### config.mk
export PLATFORM = sky130hd
export DESIGN_NAME = mem_access
export DESIGN_NICKNAME = d
export VERILOG_FILES = /design/src/rtl/mem_access.sv
export SDC_FILE = /design/constraint.sdc
export NUM_CORES = 1
export LEC_CHECK = 0
export CORE_MARGIN = 4
export CORE_UTILIZATION = 44
export CTS_CLUSTER_DIAMETER = 30
export DETAILED_ROUTE_END_ITERATION = 10
export PLACE_DENSITY = 0.91
export RECOVER_POWER = 50
export SKIP_CTS_REPAIR_TIMING = 1
export SYNTH_ARGS = -nofsm -noshare
export SYNTH_HDL_FRONTEND = slang
export SYNTH_SLANG_ARGS = --single-unit
### constraint.sdc
create_clock -name clk -period 2.72 [get_ports clk]
set_clock_uncertainty 0.15 [all_clocks]
set_input_delay 0.544 -clock clk [delete_from_list [all_inputs] [get_ports clk]]
set_output_delay 0.544 -clock clk [all_outputs]
set_load 0.1 [all_outputs]
### src/rtl/mem_access.sv
// Memory-access stage: byte-lane load/store over a single-outstanding req/ack bus.
// Stalls the pipeline while a transaction is in flight, then registers the write-back result.
module mem_access (
    input  logic        clk,
    input  logic        rst,
    input  logic        valid_i,
    input  logic        flush_i,
    input  logic [7:0]  aluop_i,
    input  logic [31:0] mem_addr_i,
    input  logic [31:0] reg2_i,
    input  logic [4:0]  wd_i,
    input  logic        wreg_i,
    input  logic [31:0] wdata_i,
    output logic        stallreq_o,
    output logic        valid_o,
    output logic [4:0]  wd_o,
    output logic        wreg_o,
    output logic [31:0] wdata_o,
    output logic        addr_err_o,
    output logic        bus_req_o,
    output logic        bus_we_o,
    output logic [31:0] bus_addr_o,
    output logic [3:0]  bus_sel_o,
    output logic [31:0] bus_wdata_o,
    input  logic        bus_ack_i,
    input  logic [31:0] bus_rdata_i
);

    localparam logic [7:0] EXE_LB_OP  = 8'b1110_0000;
    localparam logic [7:0] EXE_LH_OP  = 8'b1110_0001;
    localparam logic [7:0] EXE_LW_OP  = 8'b1110_0011;
    localparam logic [7:0] EXE_LBU_OP = 8'b1110_0100;
    localparam logic [7:0] EXE_LHU_OP = 8'b1110_0101;
    localparam logic [7:0] EXE_SB_OP  = 8'b1110_1000;
    localparam logic [7:0] EXE_SH_OP  = 8'b1110_1001;
    localparam logic [7:0] EXE_SW_OP  = 8'b1110_1011;

    typedef enum logic {IDLE, BUSY} state_t;

    state_t      state_q, state_d;
    logic        kill_q, kill_d;
    logic        valid_q, valid_d;
    logic [4:0]  wd_q, wd_d;
    logic        wreg_q, wreg_d;
    logic [31:0] wdata_q, wdata_d;
    logic        addr_err_q, addr_err_d;
    logic        bus_req_q, bus_req_d;
    logic        bus_we_q, bus_we_d;
    logic [31:0] bus_addr_q, bus_addr_d;
    logic [3:0]  bus_sel_q, bus_sel_d;
    logic [31:0] bus_wdata_q, bus_wdata_d;
    // Details of the in-flight access, needed to shape the load result at ack time
    logic [7:0]  op_q, op_d;
    logic [1:0]  lane_q, lane_d;
    logic [4:0]  pend_wd_q, pend_wd_d;
    logic        pend_wreg_q, pend_wreg_d;

    logic        is_load, is_store, is_half, is_word, misaligned, start;
    logic [3:0]  sel;
    logic [31:0] st_data;
    logic [7:0]  ld_byte;
    logic [15:0] ld_half;
    logic [31:0] ld_data;

    always_comb begin
        is_load  = (aluop_i == EXE_LB_OP) || (aluop_i == EXE_LBU_OP) || (aluop_i == EXE_LH_OP)
                || (aluop_i == EXE_LHU_OP) || (aluop_i == EXE_LW_OP);
        is_store = (aluop_i == EXE_SB_OP) || (aluop_i == EXE_SH_OP) || (aluop_i == EXE_SW_OP);
        is_half  = (aluop_i == EXE_LH_OP) || (aluop_i == EXE_LHU_OP) || (aluop_i == EXE_SH_OP);
        is_word  = (aluop_i == EXE_LW_OP) || (aluop_i == EXE_SW_OP);
        misaligned = (is_half && mem_addr_i[0]) || (is_word && (mem_addr_i[1:0] != 2'b00));
        start    = (state_q == IDLE) && valid_i && !flush_i && (is_load || is_store) && !misaligned;

        if (is_word) begin
            sel     = 4'b1111;
            st_data = reg2_i;
        end else if (is_half) begin
            sel     = mem_addr_i[1] ? 4'b0011 : 4'b1100;
            st_data = {2{reg2_i[15:0]}};
        end else begin
            sel     = 4'b1000 >> mem_addr_i[1:0];
            st_data = {4{reg2_i[7:0]}};
        end
    end

    // Big-endian lane extraction from the read data of the pending load
    always_comb begin
        case (lane_q)
            2'b00:   ld_byte = bus_rdata_i[31:24];
            2'b01:   ld_byte = bus_rdata_i[23:16];
            2'b10:   ld_byte = bus_rdata_i[15:8];
            default: ld_byte = bus_rdata_i[7:0];
        endcase
        ld_half = lane_q[1] ? bus_rdata_i[15:0] : bus_rdata_i[31:16];
        case (op_q)
            EXE_LB_OP:  ld_data = {{24{ld_byte[7]}}, ld_byte};
            EXE_LBU_OP: ld_data = {24'h0, ld_byte};
            EXE_LH_OP:  ld_data = {{16{ld_half[15]}}, ld_half};
            EXE_LHU_OP: ld_data = {16'h0, ld_half};
            EXE_LW_OP:  ld_data = bus_rdata_i;
            default:    ld_data = 32'h0;
        endcase
    end

    assign stallreq_o = start || ((state_q == BUSY) && !bus_ack_i);

    always_comb begin
        state_d     = state_q;
        kill_d      = kill_q;
        valid_d     = 1'b0;
        addr_err_d  = 1'b0;
        wd_d        = wd_q;
        wreg_d      = wreg_q;
        wdata_d     = wdata_q;
        bus_req_d   = bus_req_q;
        bus_we_d    = bus_we_q;
        bus_addr_d  = bus_addr_q;
        bus_sel_d   = bus_sel_q;
        bus_wdata_d = bus_wdata_q;
        op_d        = op_q;
        lane_d      = lane_q;
        pend_wd_d   = pend_wd_q;
        pend_wreg_d = pend_wreg_q;

        if (state_q == IDLE) begin
            if (start) begin
                state_d     = BUSY;
                kill_d      = 1'b0;
                bus_req_d   = 1'b1;
                bus_we_d    = is_store;
                bus_addr_d  = {mem_addr_i[31:2], 2'b00};
                bus_sel_d   = sel;
                bus_wdata_d = st_data;
                op_d        = aluop_i;
                lane_d      = mem_addr_i[1:0];
                pend_wd_d   = wd_i;
                pend_wreg_d = wreg_i;
            end else if (valid_i && !flush_i) begin
                valid_d    = 1'b1;
                wd_d       = wd_i;
                addr_err_d = misaligned;
                wreg_d     = misaligned ? 1'b0 : wreg_i;
                wdata_d    = misaligned ? 32'h0 : wdata_i;
            end
        end else begin
            kill_d = kill_q || flush_i;
            if (bus_ack_i) begin
                state_d   = IDLE;
                kill_d    = 1'b0;
                bus_req_d = 1'b0;
                // A killed transaction still has to finish on the bus, but it retires nothing
                if (!(kill_q || flush_i)) begin
                    valid_d = 1'b1;
                    wd_d    = pend_wd_q;
                    wreg_d  = bus_we_q ? 1'b0 : pend_wreg_q;
                    wdata_d = bus_we_q ? 32'h0 : ld_data;
                end
            end
        end
    end

    always_ff @(posedge clk or negedge rst) begin
        if (!rst) begin
            state_q     <= IDLE;
            kill_q      <= 1'b0;
            valid_q     <= 1'b0;
            wd_q        <= 5'h0;
            wreg_q      <= 1'b0;
            wdata_q     <= 32'h0;
            addr_err_q  <= 1'b0;
            bus_req_q   <= 1'b0;
            bus_we_q    <= 1'b0;
            bus_addr_q  <= 32'h0;
            bus_sel_q   <= 4'h0;
            bus_wdata_q <= 32'h0;
            op_q        <= 8'h0;
            lane_q      <= 2'b00;
            pend_wd_q   <= 5'h0;
            pend_wreg_q <= 1'b0;
        end else begin
            state_q     <= state_d;
            kill_q      <= kill_d;
            valid_q     <= valid_d;
            wd_q        <= wd_d;
            wreg_q      <= wreg_d;
            wdata_q     <= wdata_d;
            addr_err_q  <= addr_err_d;
            bus_req_q   <= bus_req_d;
            bus_we_q    <= bus_we_d;
            bus_addr_q  <= bus_addr_d;
            bus_sel_q   <= bus_sel_d;
            bus_wdata_q <= bus_wdata_d;
            op_q        <= op_d;
            lane_q      <= lane_d;
            pend_wd_q   <= pend_wd_d;
            pend_wreg_q <= pend_wreg_d;
        end
    end

    assign valid_o     = valid_q;
    assign wd_o        = wd_q;
    assign wreg_o      = wreg_q;
    assign wdata_o     = wdata_q;
    assign addr_err_o  = addr_err_q;
    assign bus_req_o   = bus_req_q;
    assign bus_we_o    = bus_we_q;
    assign bus_addr_o  = bus_addr_q;
    assign bus_sel_o   = bus_sel_q;
    assign bus_wdata_o = bus_wdata_q;

endmodule

==> metrics.md <==
| Metric | Value |
|---|---|
| Top_reg_cell synth | dfrtp_1 |
| Synth top area share | 0.5024 |
| Max-cap viol count | 0 |
| Core Region | 0.01393 mm^2 |
| Vias after detailed routing | around 5600 |
| YS warnings | 0 |
| Antenna violations before repair | 0 |
| Setup violations, final | 0 |
| Syn Std Cell Area | 0.006276 mm^2 |
| Proportion of layout cells with a drive suffix above 1 | 0.2485 |
| Worst-path clk slew | 0.06 ns |
| Slew @ Worst Pin | 1.249 ns |
| Area contributors post-synth | dfrtp_1, mux2_2, nand2_1 |
| Die Wd | roughly 130 um |
| Routed Antenna Nets | 0 |
| Vias in the first global route | 5904 |
| Status | finished, final reports clean |
| Hold Violations, Final | 0 |
| CTS Sinks | 126 |
| Setup_tns | 0 ns |
| Avg Inst Size Synth | 10.77 um^2 |
| First-pass GRT wire length | 30660 um |
| Drt first-iter violations | approximately 470 |
| Post-synth ARST share | 1.000 |
| Post-Route WL | about 20000 um |
| Fin nets | about 1000 |
| Pre-CTS WS | -0.1058 ns |
| P&R area growth vs syn | 47.23% |
| Pwr Total | 6882 uW |
| Power Density | roughly 740 mW/mm^2 |
| GRT Residual Overflow | 0 |
| Total inserted antenna cells | 0 |
| GPL Wtd Cong | around 0.91 |
| Mux cell area share after synthesis | 0.1330 |
| Critical path startpoint category | primary input |
| Synth area leader | dfrtp_1 |
| Simple-gate area share of the yosys netlist | 0.1204 |
| Pre-antenna DRT Iters | 7 |
| Synth Area in Adders | 0 |
| Most common cell in the synthesized netlist | dfrtp_1 |
| Detailed placement HPWL | around 15000 um |
| Seq/Total Area, Yosys | 0.5024 |
| Slew HR | 0.1712 |
| CTS tree | done |
| Post-synth EDFFs | 0 |
| CTS Buf Count | 17 |
| Synthesis-stage register bit count | approximately 130 |
| Residual DRC count | 0 |
| Die Area | between 0.015 and 0.02 mm^2 |
| Post-route core utilization | 0.6631 |
| Crit Path Class | primary input to output port |
| Overall Global Routing Usage | 0.2408 |
| Initial Util | 0.4504 |
| Min Hold Slack | ~0.16 ns |
| Final Max Tran Viols | 0 |
| Critical path fanouts, max | 3 |
| Synth Instances | a little under 600 |
| Longest Clk Path Bufs | 2 |
| Number of vias per cell | approximately 5.4 |
| Chip height | 127.4 um |
| Tmin final | about 2.6 ns |
| Worst skew pair latency | just over 0.4 ns |
| Post-Synth XOR/XNOR Area | 0 |
| Hold Path Class | primary input to async pin |
| IO Count | about 260 |
| Num rows | 43 |
| Max IR drop VDD | about 660 uV |
| Critical path data arrival time | slightly below 2 ns |
| Worst EP required | around 2 ns |
| Synth Area in Compound Gates | 0.1968 |
| FMAX | ~380 MHz |
| H-tree depth | 4 |
| Root Buffer | clkbuf_16 |
| Routed WL per cell | around 19 um |
| PnR worst setup slack | between 0.09 and 0.1 ns |
| Leak | 0.004039 uW |
| Unrepaired setup endpoints after global routing | false |
| Largest net degree at the start of global routing | 52 |
| Commonest cells post-synth | dfrtp_1, nand2_1, mux2_2 |
| Largest family of logic cells by synthesized area | compound AO/OA/AOI/OAI gates |
| CP endpoint kind | output port |
| Cell variety after synth | 50 |
| PortBufs | 255 |
| Period Utilization, post-route | 0.9639 |
state kept, by name, summed over array words and instances, names as in the netlist, 2 cells and up:
signal,flops
bus_wdata_o,32
wdata_o,32
bus_addr_o,30
op_q,8
pend_wd_q,5
wd_o,5
bus_sel_o,4
lane_q,2
logic make-up after synthesis:
logic type | count (synthesis)
mux | 77
simple gates | 148
compound gates | 183
flops | 126
other cells | 1
buf+inv | 48
per-layer routing:
metal,track usage,part of all wire,up-vias
li1,-,-,2628
met1,0.2855,0.39,2687
met2,0.4007,0.49,288
met3,0.07901,0.10,38
met4,0.1035,0.028,0
met5,0,0,-
through the flow:
| step | instance area, um^2 | std cells |
|---|---|---|
| 2_1_floorplan | 6282 | 584 |
| 3_3_place_gp | 8860 | 1009 |
| 3_5_place_dp | 8860 | 1009 |
| 4_1_cts | 9448 | 1040 |
| 5_1_grt | 9240 | 1041 |
| 6_report | 9240 | 1041 |
cell type report:
cell class / count / area, um^2
fill: 1085 / 4695
multi-input combinational: 410 / 2853
timing repair buffer: 289 / 2400
sequential: 126 / 3153
clock inverter: 10 / 137.6
clock buffer: 21 / 450.4
inverter: 5 / 21.27
tap: 180 / 225.2
worst paths after layout:
path                               startpoint              to  slack (ns)  depth (start not counted)
worst min register to register        op_q[5]         op_q[5]        0.31                          1
worst max-delay path            mem_addr_i[0]      stallreq_o         0.1                          6
worst min-delay path                      rst  bus_addr_o[15]        0.16                          1
max in group asynchronous                 rst   bus_addr_o[4]        0.54                          2
worst max register to register      lane_q[1]      wdata_o[3]        0.61                          5
min in group clk                      op_q[5]         op_q[5]        0.31                          1
report_power, final:
| group | switching, uW | internal, uW |
|---|---|---|
| logic | 1810 | 571 |
| clock network | 814 | 1460 |
| registers | 143 | 2080 |
| total | 2770 | 4110 |
placed cells by master (no fill, tap or decap), types with 16 or more instances in the layout:
| cell type | Yosys | layout |
|---|---|---|
| o21ai_0 | 47 | 47 |
| dfrtp_1 | 126 | 126 |
| clkdlybuf4s50_1 | 0 | 139 |
| mux2_2 | 51 | 51 |
| a31oi_1 | 16 | 16 |
| buf_4 | 4 | 82 |
| mux2i_1 | 26 | 26 |
| clkbuf_1 | 9 | 57 |
| nand2_1 | 83 | 82 |
| clkbuf_16 | 0 | 17 |
| a21oi_1 | 31 | 31 |
| a21oi_2 | 24 | 23 |
worst max-delay path, stage by stage:
cell and delay [ns]:
clkdlybuf4s50_1 0.41, and2_1 0.18, a2111oi_4 0.42, nand2_4 0.11, nand2_4 0.10, buf_12 0.17
Note: power is estimated with default switching activity, not from simulation.
